--- config.mk ---
export PLATFORM = sky130hd
export DESIGN_NAME = decoder
export DESIGN_NICKNAME = d
export VERILOG_FILES = /design/src/rtl/decoder.sv
export SDC_FILE = /design/constraint.sdc
export NUM_CORES = 1
export LEC_CHECK = 0
export ABC_AREA = 1
export CAP_MARGIN = 20
export CORE_UTILIZATION = 37
export CTS_CLUSTER_DIAMETER = 60
export DETAILED_ROUTE_END_ITERATION = 6
export PLACE_DENSITY = 0.88
export SKIP_LAST_GASP = 1
export SYNTH_ARGS = -nofsm -noshare
export SYNTH_HDL_FRONTEND = slang
export SYNTH_SLANG_ARGS = --single-unit
--- constraint.sdc ---
create_clock -name clk -period 1.16 [get_ports clk]
set_input_delay 0.232 -clock clk [delete_from_list [all_inputs] [get_ports clk]]
set_output_delay 0.232 -clock clk [all_outputs]
set_load 0.01 [all_outputs]
--- src/rtl/decoder.sv ---
// MIPS-subset instruction decoder: one-hot instruction flags, main control and
// hazard timing from op/func, plus an enable-gated registered control bundle.
module decoder #(
    parameter logic [1:0] T_ALU = 2'd1,
    parameter logic [1:0] T_DM  = 2'd2,
    parameter logic [1:0] T_PC  = 2'd0
) (
    input  logic        clk,
    input  logic        reset,
    input  logic        en,
    input  logic [5:0]  op,
    input  logic [5:0]  func,
    output logic        addu,
    output logic        subu,
    output logic        ori,
    output logic        lui,
    output logic        lw,
    output logic        sw,
    output logic        beq,
    output logic        j,
    output logic        jal,
    output logic        jr,
    output logic        illegal,
    output logic        RegWr,
    output logic        MemWr,
    output logic [2:0]  ALUctr,
    output logic        ALUBE_sel,
    output logic        ExtOp,
    output logic [1:0]  RFWDW_sel,
    output logic [1:0]  A3_sel,
    output logic [1:0]  NPC_sel,
    output logic [1:0]  Tnew,
    output logic [1:0]  Tuse_rs,
    output logic [1:0]  Tuse_rt,
    output logic [19:0] ctrl_q
);

    localparam logic [5:0] OP_RTYPE = 6'b000000;
    localparam logic [5:0] OP_ORI   = 6'b001101;
    localparam logic [5:0] OP_LUI   = 6'b001111;
    localparam logic [5:0] OP_LW    = 6'b100011;
    localparam logic [5:0] OP_SW    = 6'b101011;
    localparam logic [5:0] OP_BEQ   = 6'b000100;
    localparam logic [5:0] OP_J     = 6'b000010;
    localparam logic [5:0] OP_JAL   = 6'b000011;

    localparam logic [5:0] FN_NOP   = 6'b000000;
    localparam logic [5:0] FN_ADDU  = 6'b100001;
    localparam logic [5:0] FN_SUBU  = 6'b100011;
    localparam logic [5:0] FN_JR    = 6'b001000;

    localparam logic [1:0] TUSE_NONE = 2'd3;

    logic [19:0] ctrl_d;

    // NOTE: every output of a combinational block gets a default first, so no
    // path through the case leaves it unassigned and no latch is inferred.
    always_comb begin
        addu    = 1'b0;
        subu    = 1'b0;
        ori     = 1'b0;
        lui     = 1'b0;
        lw      = 1'b0;
        sw      = 1'b0;
        beq     = 1'b0;
        j       = 1'b0;
        jal     = 1'b0;
        jr      = 1'b0;
        illegal = 1'b0;
        case (op)
            OP_RTYPE: begin
                case (func)
                    FN_ADDU: addu    = 1'b1;
                    FN_SUBU: subu    = 1'b1;
                    FN_JR:   jr      = 1'b1;
                    FN_NOP:  ;
                    default: illegal = 1'b1;
                endcase
            end
            OP_ORI:  ori     = 1'b1;
            OP_LUI:  lui     = 1'b1;
            OP_LW:   lw      = 1'b1;
            OP_SW:   sw      = 1'b1;
            OP_BEQ:  beq     = 1'b1;
            OP_J:    j       = 1'b1;
            OP_JAL:  jal     = 1'b1;
            default: illegal = 1'b1;
        endcase
    end

    // Nop and illegal encodings fall through with every control at zero.
    always_comb begin
        RegWr     = 1'b0;
        MemWr     = 1'b0;
        ALUctr    = 3'd0;
        ALUBE_sel = 1'b0;
        ExtOp     = 1'b0;
        RFWDW_sel = 2'd0;
        A3_sel    = 2'd0;
        NPC_sel   = 2'd0;
        Tnew      = T_PC;
        Tuse_rs   = 2'd0;
        Tuse_rt   = 2'd0;
        if (addu || subu) begin
            RegWr   = 1'b1;
            A3_sel  = 2'd1;
            ALUctr  = subu ? 3'd1 : 3'd0;
            Tnew    = T_ALU;
            Tuse_rs = 2'd1;
            Tuse_rt = 2'd1;
        end
        if (ori || lui) begin
            RegWr     = 1'b1;
            ALUctr    = lui ? 3'd3 : 3'd2;
            ALUBE_sel = 1'b1;
            Tnew      = T_ALU;
            Tuse_rs   = lui ? TUSE_NONE : 2'd1;
            Tuse_rt   = TUSE_NONE;
        end
        if (lw) begin
            RegWr     = 1'b1;
            ALUBE_sel = 1'b1;
            ExtOp     = 1'b1;
            RFWDW_sel = 2'd1;
            Tnew      = T_DM;
            Tuse_rs   = 2'd1;
            Tuse_rt   = TUSE_NONE;
        end
        if (sw) begin
            MemWr     = 1'b1;
            ALUBE_sel = 1'b1;
            ExtOp     = 1'b1;
            Tuse_rs   = 2'd1;
            Tuse_rt   = 2'd2;
        end
        if (beq) begin
            NPC_sel = 2'd1;
            ExtOp   = 1'b1;
        end
        if (j || jal) begin
            NPC_sel = 2'd2;
            Tuse_rs = TUSE_NONE;
            Tuse_rt = TUSE_NONE;
        end
        if (jal) begin
            RegWr     = 1'b1;
            A3_sel    = 2'd2;
            RFWDW_sel = 2'd2;
        end
        if (jr) begin
            NPC_sel = 2'd3;
            Tuse_rt = TUSE_NONE;
        end
    end

    assign ctrl_d = {RegWr, MemWr, ALUctr, ALUBE_sel, ExtOp, RFWDW_sel,
                     A3_sel, NPC_sel, Tnew, illegal, Tuse_rs, Tuse_rt};

    // NOTE: sequential state uses non-blocking assignments so every register
    // samples pre-edge values regardless of process ordering.
    always_ff @(posedge clk) begin
        if (reset)
            ctrl_q <= 20'd0;
        else if (en)
            ctrl_q <= ctrl_d;
    end

endmodule

==> results.py <==
metrics = {
    "outcome": {
        "outcome": "complete, but fails checks",
        "violations": "negative setup slack",
    },
    "final_layout": {
        "finalNetCount": 308,
        "final_cells": 323,
        "layout-drive-gt1-share_pct": 61.0,
        "final_common_cell": "buf_4",
        "syn_to_final_growth_pct": 123,
        "reg_top3": "ctrl_q x18",
        "antenna_cells": 0,
        "top_register": "ctrl_q",
        "largest_register_ffs": 18,
        "most-common-layout-cells": "53 x buf_4, 30 x buf_6, 23 x nor2_1",
    },
    "timing": {
        "post-route-period-util_pct": 133,
        "rsz0062_at_grt": "yes",
        "setup_viol": 38,
        "max_freq_ghz": 0.646,
        "timing.final.ws_setup_ns": -0.388,
        "hold_viol_final": 0,
        "drv_slew": 0,
        "holdWs_ns": 0.347,
        "period_needed_ns": 1.55,
        "fin_skew_ns": 0,
    },
    "power": {
        "leakagePower_nw": 1.28,
        "vdd_ir_drop_max_mv": 0.799,
        "power_density_nw_per_um2": 665,
        "finalPower_mw": 1.57,
        "pwr-share-seq_pct": 42.5,
        "swShare_pct": 31.4,
        "combPwrFrac_pct": 32.2,
        "clkPwrFrac_pct": 25.3,
        "p_sw_uw": 493,
        "cell_internal_pwr_mw": 1.08,
    },
    "routing": {
        "vias_per_cell": 5.24,
        "dr_wl_met2_mm": 2.94,
        "met1_length_mm": 2.13,
        "drt_pre_antenna_iters": 4,
        "drtIter0Drc": 115,
        "drc": 0,
        "wl_met3_um": 387,
        "wl_mm": 5.68,
        "highest_layer": "met4",
        "vias": 1691,
        "wire_per_inst_um": 17.6,
        "ant_nets": 0,
    },
    "setup_path": {
        "startpoint_type": "input port",
        "crit_type": "input port to primary output",
        "worst_setup_path_end_kind": "primary output",
        "ff2ff_path_depth": 3,
        "critPathMaxFanout": 3,
        "crit_required_ns": 0.93,
        "crit_arrival_ns": 1.32,
    },
    "global_routing": {
        "grt_max_degree": 11,
        "grt_pass1_vias": 1575,
        "antenna_found_initial": 0,
        "grt_usage_pct": 28.4,
        "grt_overflow": 0,
        "grt_pass1_wl_mm": 7.02,
    },
    "clock_network": {
        "h-tree-depth": 1,
        "cts_root_buffer": "clkbuf_4",
        "cts_made_buffers": 3,
        "hold_buffers": 0,
        "clock_latency_ns": 0.29,
        "cts_sinks": 18,
        "cts_buffer_depth": 2,
        "cts_tree": "yes",
        "path_clk_slew_ns": 0.11,
    },
    "placement": {
        "dp_hpwl_mm": 2.53,
        "numPlacedInstances": 289,
        "gp_congestion": 0.829,
        "port_buffers": 62,
        "pre_cts_ws_ns": -1.10,
    },
    "yosys": {
        "ys_types": 20,
        "synth.top_cell.area_share_pct": 33.9,
        "yosysWarnings": 0,
        "avgSynthCellArea_sq_um": 6.14,
        "ys_seq_area_share_pct": 33.9,
        "synth_largest_area_cell": "dfxtp_1",
        "synth-seq-cells": 18,
        "synth_area_leaders": "dfxtp_1 34%, nor2_1 12%, nand2_1 11%",
        "syn_area_sq_um": 1060,
        "syn_inst": 173,
    },
    "floorplanning": {
        "die_w_um": 55.6,
        "initial_core_util_pct": 38.9,
        "die-area_sq_um": 3090,
        "row_count": 19,
        "core_area_sq_um": 2730,
        "io_pins": 65,
        "die_h_um": 55.6,
    },
    "flow_run": {
        "maxCapViolations": 0,
    },
    "min_path": {
        "hp-class": "input port to register",
        "min_path_cells": 5,
    },
}
Yosys cell counts (all sizes together):
master	instances
nor2	40
inv	33
nand2	33
dfxtp	18
nand3	14
o21ai	11
a21oi	8
buf	8
clkbuf	3
nor3	3
conb	1
o211ai	1
final cells by class:
type	count	area (sq um)
timing repair buffer	125	1060
multi-input combinational	112	722
sequential	18	368
fill	118	368
inverter	33	141
tap	31	38.8
clock buffer	4	36.3
timing repair:
action / in CTS / in global routing
setup buffers: 23 / 7
pin swaps: 29 / 9
endpoints found under the setup margin: 65 / 53
gates resized for setup: 251 / 64
power groups by stage:
stage	clock [mW]	combinational, mW	sequential, mW
floorplan	0	0.143	0.692
detailed placement	0	0.382	0.678
finish	0.398	0.506	0.669
global placement	0	0.374	0.677
global route	0.430	0.529	0.673
CTS	0.382	0.426	0.663
logic make-up after synthesis:
kind of cell | count (synthesis) | share of synthesized area, %
AO/OA/AOI/OAI | 20 | 10.0
buffers and inverters | 44 | 18.1
flip-flops | 18 | 33.9
other | 1 | 0.353
AND/OR/NAND/NOR | 90 | 37.6
critical path, cell delays in order:
cell     delay, ns
buf_8         0.10
nor2_4        0.14
buf_6         0.13
nand2_2       0.07
nor2_4        0.17
nor2_1        0.11
nand2_1       0.13
nand2_1       0.08
buf_2         0.15
metrics by stage:
stage               setup TNS (ns)  area (sq um)  util [%]
CTS                          -4.03          2190      80.0
global placement            -34.69          1910      69.9
detailed placement          -35.34          1910      69.9
finish                       -8.27          2370      86.5
floorplan                        0          1070         -
global route                 -9.63          2370      86.5
worst paths after layout:
kind	from	end	slack, ns
setup / recovery	op[4]	illegal	-0.39
hold / removal	op[2]	ctrl_q[7]	0.35
setup reg to reg	ctrl_q[13]	ctrl_q[13]	0.22
hold reg to reg	ctrl_q[11]	ctrl_q[11]	0.47
layer usage:
metal | vias up | GRT usage [%]
li1 | 754 | -
met1 | 800 | 32.7
met2 | 114 | 52.7
met3 | 23 | 4.65
met4 | 0 | 9.64
met5 | - | 0
Power figures use the tool's default switching activity.
